`config.mk`:
```
export PLATFORM = sky130hd
export DESIGN_NAME = level_disp_scan
export DESIGN_NICKNAME = d
export VERILOG_FILES = /design/src/rtl/level_disp_scan.sv
export SDC_FILE = /design/constraint.sdc
export NUM_CORES = 1
export LEC_CHECK = 0
export ABC_CLOCK_PERIOD_IN_PS = 1900
export BUFFER_PORTS_ARGS = -buffer_cell sky130_fd_sc_hd__buf_4
export CELL_PAD_IN_SITES_DETAIL_PLACEMENT = 1
export CELL_PAD_IN_SITES_GLOBAL_PLACEMENT = 2
export CORE_MARGIN = 5
export CORE_UTILIZATION = 31
export DETAILED_ROUTE_END_ITERATION = 8
export PLACE_DENSITY = 0.75
export SLEW_MARGIN = 25
export SYNTH_ARGS = -nofsm -noshare
export SYNTH_HDL_FRONTEND = slang
export SYNTH_SLANG_ARGS = --single-unit
```
`constraint.sdc`:
```
create_clock -name clk -period 1.9 [get_ports clk]
set_input_delay 0.19 -clock clk [delete_from_list [all_inputs] [get_ports clk]]
set_output_delay 0.19 -clock clk [all_outputs]
set_load 0.005 [all_outputs]
```
`src/rtl/level_disp_scan.sv`:
```
// level_disp_scan: 8-digit multiplexed seven-segment driver showing "L<n>-" and blinking countdown seconds.
module level_disp_scan #(
  parameter int SCAN_DIV = 1000,
  parameter int BLINK_FRAMES = 62
) (
  input  logic       clk,
  input  logic       rst,
  input  logic       st,
  input  logic [1:0] num,
  input  logic [3:0] secs,
  output logic [7:0] seg,
  output logic [7:0] dig
);
  localparam int CW = $clog2(SCAN_DIV);
  localparam int FW = BLINK_FRAMES > 1 ? $clog2(BLINK_FRAMES) : 1;
  typedef enum logic {IDLE, RUN} state_t;
  state_t state, state_nx;
  logic [CW-1:0] cnt;
  logic [2:0] idx;
  logic [FW-1:0] fcnt;
  logic phase;
  logic [1:0] snap_num;
  logic [3:0] snap_secs, units;
  logic tc, wrap, dark;
  logic [7:0] glyph;
  function automatic logic [7:0] digit(input logic [3:0] d);
    case (d)
      4'd0: digit = 8'h3F;
      4'd1: digit = 8'h06;
      4'd2: digit = 8'h5B;
      4'd3: digit = 8'h4F;
      4'd4: digit = 8'h66;
      4'd5: digit = 8'h6D;
      4'd6: digit = 8'h7D;
      4'd7: digit = 8'h07;
      4'd8: digit = 8'h7F;
      4'd9: digit = 8'h6F;
      default: digit = 8'h00;
    endcase
  endfunction
  always_comb begin
    state_nx = st ? RUN : IDLE;
    tc = cnt == CW'(SCAN_DIV - 1);
    wrap = tc && idx == 3'd7;
    units = snap_secs >= 4'd10 ? snap_secs - 4'd10 : snap_secs;
    dark = !phase && snap_secs != 4'd0 && snap_secs < 4'd4;
    glyph = idx == 3'd7 ? 8'h38 :
            idx == 3'd6 ? digit({2'b00, snap_num}) :
            idx == 3'd5 ? 8'h40 :
            idx == 3'd1 && snap_secs >= 4'd10 ? 8'h06 :
            idx == 3'd0 && !dark ? digit(units) : 8'h00;
  end
  always_ff @(posedge clk) begin
    if (rst) begin
      state <= IDLE;
      cnt <= '0;
      idx <= '0;
      fcnt <= '0;
      phase <= 1'b1;
      snap_num <= '0;
      snap_secs <= '0;
      seg <= 8'h00;
      dig <= 8'hFF;
    end else begin
      state <= state_nx;
      seg <= state == RUN ? glyph : 8'h00;
      dig <= state == RUN ? ~(8'd1 << idx) : 8'hFF;
      if (state == RUN && st) begin
        cnt <= tc ? '0 : cnt + CW'(1);
        if (tc) idx <= idx + 3'd1;
        // new inputs are sampled only between frames so a frame never tears
        if (wrap) begin
          snap_num <= num;
          snap_secs <= secs;
          fcnt <= fcnt == FW'(BLINK_FRAMES - 1) ? '0 : fcnt + FW'(1);
          if (fcnt == FW'(BLINK_FRAMES - 1)) phase <= ~phase;
        end
      end else begin
        cnt <= '0;
        idx <= '0;
        fcnt <= '0;
        phase <= 1'b1;
        if (state == IDLE && st) begin
          snap_num <= num;
          snap_secs <= secs;
        end
      end
    end
  end
endmodule
```
# == After elaboration in Yosys (flattened, before gate mapping) ==
# Memory sizes are Yosys's and may differ from the RTL's.
# Cells that the tools add are included.
# totals
reg_bits,43
latch_bits,0
ramBits,0
mem_bits_ro,112
word_cells,66
mem_count,1
# op_classes
add_sub_neg,4
n_mul,0
n_div,0
order_cmp,2
n_eq_ne,10
shift,1
mux,15
bitwise_logic,4
reduce_logical,19
# memory_table
memory,depth,word_bits,read_ports,rd_clocked_by_memory_dff,write_ports,line,source
(no name shown),16,7,1,0,0,27,case (d)
# op_table
cell,count
8-bit 2-to-1 mux,4
8-bit one-hot mux with 4 select lines,1
4-bit 2-to-1 mux,4
6-bit 2-to-1 mux,2
"10-bit by 1-bit adder with 10-bit output, second input constant",1
"10-bit equality test, second input constant",1
"3-bit equality test, second input constant",3
8-bit inverter,1
"1-bit by 3-bit left shift with 8-bit output, first input constant",1
1-bit logical AND,7
"6-bit by 1-bit adder with 6-bit output, second input constant",1
"6-bit equality test, second input constant",1
2-bit 2-to-1 mux,3
3-bit OR reduction,2
"2-bit equality test, second input constant",2
"4-bit >= comparator, second input constant",1
"4-bit by 3-bit < comparator with 1-bit output, second input constant",1
2-bit AND reduction,2
4-bit nonzero test,1
2-bit OR reduction,2
"4-bit subtractor, second input constant",1
"3-bit by 1-bit adder with 3-bit output, second input constant",1
"3-bit by 1-bit equality test with 1-bit output, second input constant",1
3-bit zero test,1
other kinds (7),10

# == Logic depth before layout (Yosys ltp) ==
# Gate-level depths: netlist of run 1.
# logic_depth
word_depth,10
ltp_mapped,10

# == Worst setup path after synthesis of run 1 ==
# No wires, ideal clock.
# synth_timing
path_kind,flip-flop to flip-flop
startpoint,register snap_secs[2]
endpoint,register seg[6]
setup_time_ns,0.086
t_arrival_ns,1.940
t_required_ns,1.814
slack_ns,-0.127
stages_incl_launch_ff,10
n_path_buf,0
period_less_slack_ns,2.027
cell_sequence,dfxtp_1 > inv_1 > ha_1 > and2b_1 > o21ai_1 > inv_1 > ha_1 > mux2_1 > a21o_1 > a221oi_2
# synth_between
elab_chain_len,9
word_cells_on_any_way,15
# synth_rtl
item,line,source
"start, declared",23,"logic [3:0] snap_secs, units;"
"start signal, assigned",74,snap_secs <= secs;
"start signal, assigned",85,snap_secs <= secs;
branches (longest 6 deep; another with memory 16 x 7 bit),n/a,
8-bit 2-to-1 mux (*),50,idx == 3'd1 && snap_secs >= 4'd10 ? 8'h06 :
8-bit 2-to-1 mux (*),49,idx == 3'd5 ? 8'h40 :
8-bit 2-to-1 mux (*),48,"idx == 3'd6 ? digit({2'b00, snap_num}) :"
"end signal, assigned",66,seg <= state == RUN ? glyph : 8'h00;
"end, declared",11,"output logic [7:0] seg,"
# Every way passes the cells marked *.
# A chain may end at the register's enable or synchronous reset.

# == Worst setup path in the final report of run 1 ==
# layout_timing
startpoint,register snap_secs[1]
endpoint,register seg[6]
# The elaborated chain is that of the path after synthesis.

==> results by group, run 1 <==
Yosys
  • Synthesized area: 0.00198 mm^2
  • Post-synth EDFFs: 0
  • Post-synth cell types: 45
  • Net count after synthesis: 245
  • Yosys reg bits: 42
  • Ys async rst share: 0
  • Ys flop type: dfxtp_1
  • Synth warn: 0
  • Mapped Cells: ~220
  • Post-synthesis sequential area ratio: 0.424
  • Synth Area per Inst: around 9 um^2

Pwr
  • Switch share: 0.258
  • Comb pwr share: 0.108
  • Total Power Consumption: about 0.0017 W
  • Reg power frac: 0.538
  • Internal power: ~0.0013 W
  • Clock share of power: 0.354
  • Leak pwr: between 1 and 1.5 nW
  • Net Switching: around 0.00043 W
  • Worst vdd ir: around 360 uV
  • Power density over the cells: 672 mW/mm^2

Die
  • Die height: ~90 um
  • Full die area: just over 0.008 mm^2
  • Ports: 25
  • Core area: between 0.006 and 0.007 mm^2
  • Initial Utilization: 0.316
  • Die width: around 90 um
  • Row cnt: 29

Drt
  • Drt via density: about 4.8
  • Drt first pass iters: 4
  • Post-route ant nets: 0
  • Avg WL per Cell: about 13 um
  • Initial DRC Count: 38
  • DR vias: approximately 1600
  • Routed WL: 4.60 mm
  • Drc violations: 0

Finish
  • Post-route cell area: around 0.0025 mm^2
  • Most common cell after layout, fill and taps aside: buf_4
  • Core Util, Final: 0.400
  • Layout Nets: 286
  • Most frequent cells in the layout: 41 x buf_4, 38 x dfxtp_1, 34 x nor2_1
  • Final std cells w/o fill: roughly 340
  • Share of cells above drive strength 1: 0.273
  • Area growth, synth to finish: 26.6%
  • Number of antenna cells inserted: 0

Run status
  • Outcome: complete, but fails checks
  • Failing checks: setup timing

Placement
  • Post-DP HPWL: approximately 3.6 mm
  • Final Wtd Congestion: around 0.76
  • Dpl cells: around 330
  • Port bufs: 23
  • Placed inst area: 0.00235 mm^2

Setup path
  • Critical path data arrival time: ~2.1 ns
  • Critical path class: reg2reg
  • Critical path launch point type: flop
  • CP max stage delay: ~0.34 ns
  • CP most frequent cell: buf_4
  • Crit-path leading delay family: compound AO/OA/AOI/OAI gates
  • Crit. End Element: flop
  • CP bufs+invs: 2
  • Slowest-stage cell, CP: dfxtp_2
  • Crit-path cells: buf_4 > or2_1 > buf_4 > o221ai_2 > mux2_4 > a21o_1 > a221oi_2
  • Required @ worst endpoint: between 2 and 2.5 ns
  • Critical path peak fanout: 5

Timing
  • Pins Over Slew Limit: 0
  • Final WS setup: -0.00486 ns
  • Final worst-path cycle share: 1.00
  • Final setup skew: 0.0149 ns
  • # setup viols final: 1
  • Highest clock rate: 525 MHz
  • Tmin final: 1.90 ns
  • Final hold violation count: 0
  • Sum Neg Setup Slack: -0.00486 ns
  • RSZ-0062 raised after global routing: true

GRT
  • Total GRT Usage: 0.119
  • Gr ovfl total: 0
  • Initial antenna violation count: 0
  • Vias in the first global route: 1710
  • First-pass GRT wire length: ~8 mm
  • Largest net degree at the start of global routing: 16

CTS
  • Clock sinks: 42
  • TritonCTS Buffers: 5
  • Clk pin slew, worst setup/hold paths: 0.09 ns
  • CTS max path bufs: 2
  • H-tree levels: 2
  • CTS root buf: clkbuf_8
  • Clock Latency Late Sink: around 0.3 ns
  • Cts hold-fix bufs: 0
  • CTS tree: yes

Hold path
  • Min-Delay Path Class: in2reg

Job
  • Max cap viols: 0
## layer usage
layer | GRT usage | routed length [um] | vias up | part of all wire
li1 | - | - | 826 | -
met1 | 0.140 | 2030 | 774 | 0.44
met2 | 0.203 | 2320 | 27 | 0.50
met3 | 0.0317 | 191 | 6 | 0.042
met4 | 0.0459 | 63 | 0 | 0.014
met5 | 0 | 0 | - | 0
## power groups by stage
stage	clock (W)	sequential [W]	combinational, W
after floorplan	0	0.000927	0.000101
after global placement	0	0.000926	0.000171
after detailed placement	0	0.000927	0.000172
after CTS	0.000632	0.000907	0.000180
after global routing	0.000673	0.000910	0.000201
final	0.000596	0.000907	0.000183
## worst register-to-register path: stages, from the launching register on
cell and delay (ns):
dfxtp_2 0.34, buf_4 0.15, or2_1 0.25, buf_4 0.16, o221ai_2 0.20, mux2_4 0.32, a21o_1 0.17, a221oi_2 0.23
## cell families after synthesis
group,count (synthesis),synth area share
and+or+nand+nor,84,0.201
buffers and inverters,20,0.0417
AOI/OAI and AO/OA,37,0.130
other,1,0.00189
muxes,9,0.0461
adders and majority gates,14,0.0884
DFF,42,0.424
xor gates and xnor gates,15,0.0663
## layout make-up
cell class	count	area (um^2)
inverter	13	48.8
timing repair buffer	41	308
clock inverter	3	25.0
sequential	42	848
clock buffer	5	68.8
tap	77	96.3
fill	746	3770
multi-input combinational	160	1110
## synthesized netlist by cell type (2+ instances only)
| cell type | count | area share |
|---|---|---|
| buf_2 | 3 | 0.0076 |
| dfxtp_1 | 42 | 0.42 |
| a31oi_1 | 3 | 0.0095 |
| nor2_1 | 34 | 0.064 |
| inv_1 | 13 | 0.025 |
| clkbuf_1 | 3 | 0.0057 |
| a21oi_1 | 4 | 0.010 |
| mux2i_1 | 8 | 0.040 |
| a21o_1 | 5 | 0.019 |
| nor2b_1 | 3 | 0.0095 |
| xor2_1 | 9 | 0.040 |
| nand3_1 | 11 | 0.028 |
| nand2_1 | 21 | 0.040 |
| o21bai_1 | 3 | 0.011 |
| o21ai_0 | 11 | 0.028 |
| ha_1 | 14 | 0.088 |
| xnor2_1 | 6 | 0.027 |
| nand2b_1 | 2 | 0.0063 |
## metrics by stage
stage                     worst slack [ns]  hold WS (ns)
final                             -0.00486         0.111
after global routing               -0.0926         0.106
after CTS                          -0.0237         0.106
after detailed placement           -0.0410         0.429
after global placement             -0.0509         0.423
after floorplan                    0.00653         0.333
## final timing paths
| kind | start | to | slack [ns] | cells past startpoint |
|---|---|---|---|---|
| max | snap_secs[1]$_SDFFE_PP0P_ | seg[6]$_SDFF_PP0_ | -0.005 | 7 |
| min | rst | snap_secs[1]$_SDFFE_PP0P_ | 0.11 | 2 |
| max reg2reg | snap_secs[1]$_SDFFE_PP0P_ | seg[6]$_SDFF_PP0_ | -0.005 | 7 |
| min reg2reg | state$_SDFF_PP0_ | phase$_SDFFE_PP1P_ | 0.47 | 1 |
## state kept, by name (all words and copies together), names as in the netlist
register	flops
dig	8
snap_num	2
idx	3
snap_secs	4
state	1
phase	1
cnt	10
fcnt	6
seg	7
## repair_timing
action,in CTS,in global routing
setup endpoints to repair,2,10
gates cloned,0,0
buffers inserted,2,0
pin swaps,4,6
gates resized for setup,6,10
endpoints found under the hold margin,0,0
(Power assumes the default switching activity.)
==> inputs of run 2 (changes only) <==
--- a/config.mk
+++ b/config.mk
@@ -17,3 +17,4 @@
 export SYNTH_ARGS = -nofsm -noshare
 export SYNTH_HDL_FRONTEND = slang
 export SYNTH_SLANG_ARGS = --single-unit
+export TNS_END_PERCENT = 10
==> run 2 against run 1 <==
  * The run still ends with setup timing left
  * Highest routed layer unchanged
  * Core utilization barely moved
  * Maximum frequency did not move
  * Clock-buffer cell count did not move
  * Register-to-register slack barely moved
  * Sequential power barely moved
==> results by group, run 2 (synthesized netlist as in run 1, its figures left out) <==
Finish
  • Biggest regs: cnt x10, dig x8, seg x7
  • Reg with most FFs: cnt
  • Area growth, synth to finish: 26.5%
  • Max FFs per register: 10
  • Share of cells above drive strength 1: 0.265
  • Number of antenna cells inserted: 0
  • Most frequent cells in the layout: 41 x buf_4, 40 x dfxtp_1, 34 x nor2_1
  • Layout Nets: between 200 and 300
  • Core Util, Final: 0.399
  • Post-route cell area: 0.00251 mm^2
  • Most common cell after layout, fill and taps aside: buf_4

Die
  • Row cnt: 29
  • Initial Utilization: 0.316
  • Full die area: 0.00809 mm^2
  • Die height: 90.0 um
  • Ports: 25
  • Die width: 90.0 um
  • Core area: 0.00628 mm^2

Setup path
  • Required @ worst endpoint: approximately 2.1 ns
  • Critical path class: reg2reg
  • CP max stage delay: between 0.3 and 0.4 ns
  • CP bufs+invs: 2
  • Crit-path leading delay family: compound AO/OA/AOI/OAI gates
  • Crit-path cells: buf_4 > or2_1 > buf_4 > o221ai_2 > mux2_4 > a21o_1 > a221oi_2
  • Critical path launch point type: flop
  • Critical path data arrival time: roughly 2.1 ns
  • Launch point of the worst reg-to-reg path: snap_secs[1]$_SDFFE_PP0P_
  • R2r setup slk: -0.005 ns
  • R2R depth: 7
  • R2R Path End: seg[6]$_SDFF_PP0_
  • Crit. End Element: flop
  • CP most frequent cell: buf_4
  • Slowest-stage cell, CP: dfxtp_2
  • Critical path peak fanout: 5

Hold path
  • Hold EP: snap_secs[1]$_SDFFE_PP0P_
  • Hold Crit Depth: 2
  • HP Start: rst
  • Min-Delay Path Class: in2reg

Drt
  • Avg WL per Cell: approximately 13 um
  • Routed WL: ~4.6 mm
  • Drt first pass iters: 4
  • Drc violations: 0
  • Drt via density: between 4 and 5
  • DR vias: 1633
  • Initial DRC Count: 38
  • Post-route ant nets: 0

Timing
  • Highest clock rate: about 520 MHz
  • Tmin final: between 1.5 and 2 ns
  • Final setup skew: ~0.015 ns
  • RSZ-0062 raised after global routing: true
  • Final worst-path cycle share: 1.00
  • Final hold violation count: 0
  • # setup viols final: 1
  • Pins Over Slew Limit: 0
  • Hold Slack: roughly 0.11 ns
  • Final WS setup: -0.00486 ns

Pwr
  • Power density over the cells: just under 700 mW/mm^2
  • Net Switching: 0.000435 W
  • Comb pwr share: 0.108
  • Switch share: 0.258
  • Internal power: around 0.0013 W
  • Worst vdd ir: about 360 uV
  • Clock share of power: 0.354
  • Reg power frac: 0.538
  • Leak pwr: ~1.0 nW

GRT
  • Total GRT Usage: 0.119
  • Largest net degree at the start of global routing: 16
  • Vias in the first global route: 1710
  • Gr ovfl total: 0
  • Initial antenna violation count: 0
  • First-pass GRT wire length: 7.98 mm

CTS
  • CTS tree: yes
  • CTS max path bufs: 2
  • H-tree levels: 2
  • Clk pin slew, worst setup/hold paths: 0.09 ns
  • TritonCTS Buffers: 5
  • Clock Latency Late Sink: 0.30 ns
  • Clock sinks: 42
  • CTS root buf: clkbuf_8

Run status
  • Outcome: complete, but fails checks
  • Failing checks: setup timing

Placement
  • Final Wtd Congestion: approximately 0.76
  • Setup WS pre-CTS: -0.0410 ns
  • Post-DP HPWL: 3.64 mm
  • Port bufs: 23
  • Placed inst area: 0.00235 mm^2

Job
  • Max cap viols: 0
run 2: per-layer routing:
metal  up-vias  part of all wire  GRT usage
li1        826                 -          -
met5         -                 0          0
met3         6             0.041     0.0317
met2        27              0.50      0.203
met1       774              0.44      0.140
met4         0             0.014     0.0459
run 2: final cells by class:
| class | instances | area [um^2] |
|---|---|---|
| Inverter | 13 | 48.8 |
| Fill cell | 748 | 3770 |
| Clock buffer | 5 | 68.8 |
| Clock inverter | 3 | 25.0 |
| Tap cell | 77 | 96.3 |
| Timing Repair Buffer | 41 | 308 |
| Sequential cell | 42 | 846 |
| Multi-Input combinational cell | 160 | 1110 |
run 2: worst max-delay path by stage:
stage / cells past startpoint / end / startpoint / slack [ns]
floorplan: 9 / seg[6]$_SDFF_PP0_ / snap_secs[2]$_SDFFE_PP0P_ / 0.007
global placement: 8 / seg[3]$_SDFF_PP0_ / snap_secs[1]$_SDFFE_PP0P_ / -0.05
detailed placement: 9 / seg[6]$_SDFF_PP0_ / snap_secs[2]$_SDFFE_PP0P_ / -0.04
CTS: 9 / seg[6]$_SDFF_PP0_ / snap_secs[2]$_SDFFE_PP0P_ / -0.02
global route: 7 / seg[6]$_SDFF_PP0_ / snap_secs[1]$_SDFFE_PP0P_ / -0.09
finish: 7 / seg[6]$_SDFF_PP0_ / snap_secs[1]$_SDFFE_PP0P_ / -0.005
run 2: worst reg2reg max path, delay by kind of cell (launching register included):
kind                   cells  cell delay, ns
muxes                      1            0.32
AOI/OAI and AO/OA          3            0.60
buffers and inverters      2            0.31
and+or+nand+nor            1            0.25
DFF                        1            0.34
run 2: repair_timing:
item / in CTS / in global routing
hold buffers: 0 / 0
pin swaps: 4 / 5
gates cloned: 0 / 0
gates resized for setup: 6 / 8
setup buffers: 2 / 0
setup endpoints to repair: 2 / 10
run 2: power groups by stage:
stage | sequential (W) | combinational (W) | clock [W]
after detailed placement | 0.000927 | 0.000172 | 0
after global placement | 0.000926 | 0.000171 | 0
after global routing | 0.000910 | 0.000201 | 0.000673
after floorplan | 0.000927 | 0.000101 | 0
after CTS | 0.000907 | 0.000180 | 0.000632
final | 0.000907 | 0.000183 | 0.000596
run 2: stage by stage:
step	setup TNS, ns	power (W)	std cells
2_1_floorplan	0	0.00103	222
3_3_place_gp	-0.0509	0.00110	331
3_5_place_dp	-0.0410	0.00110	331
4_1_cts	-0.0237	0.00172	341
5_1_grt	-0.147	0.00178	341
6_report	-0.00486	0.00169	341
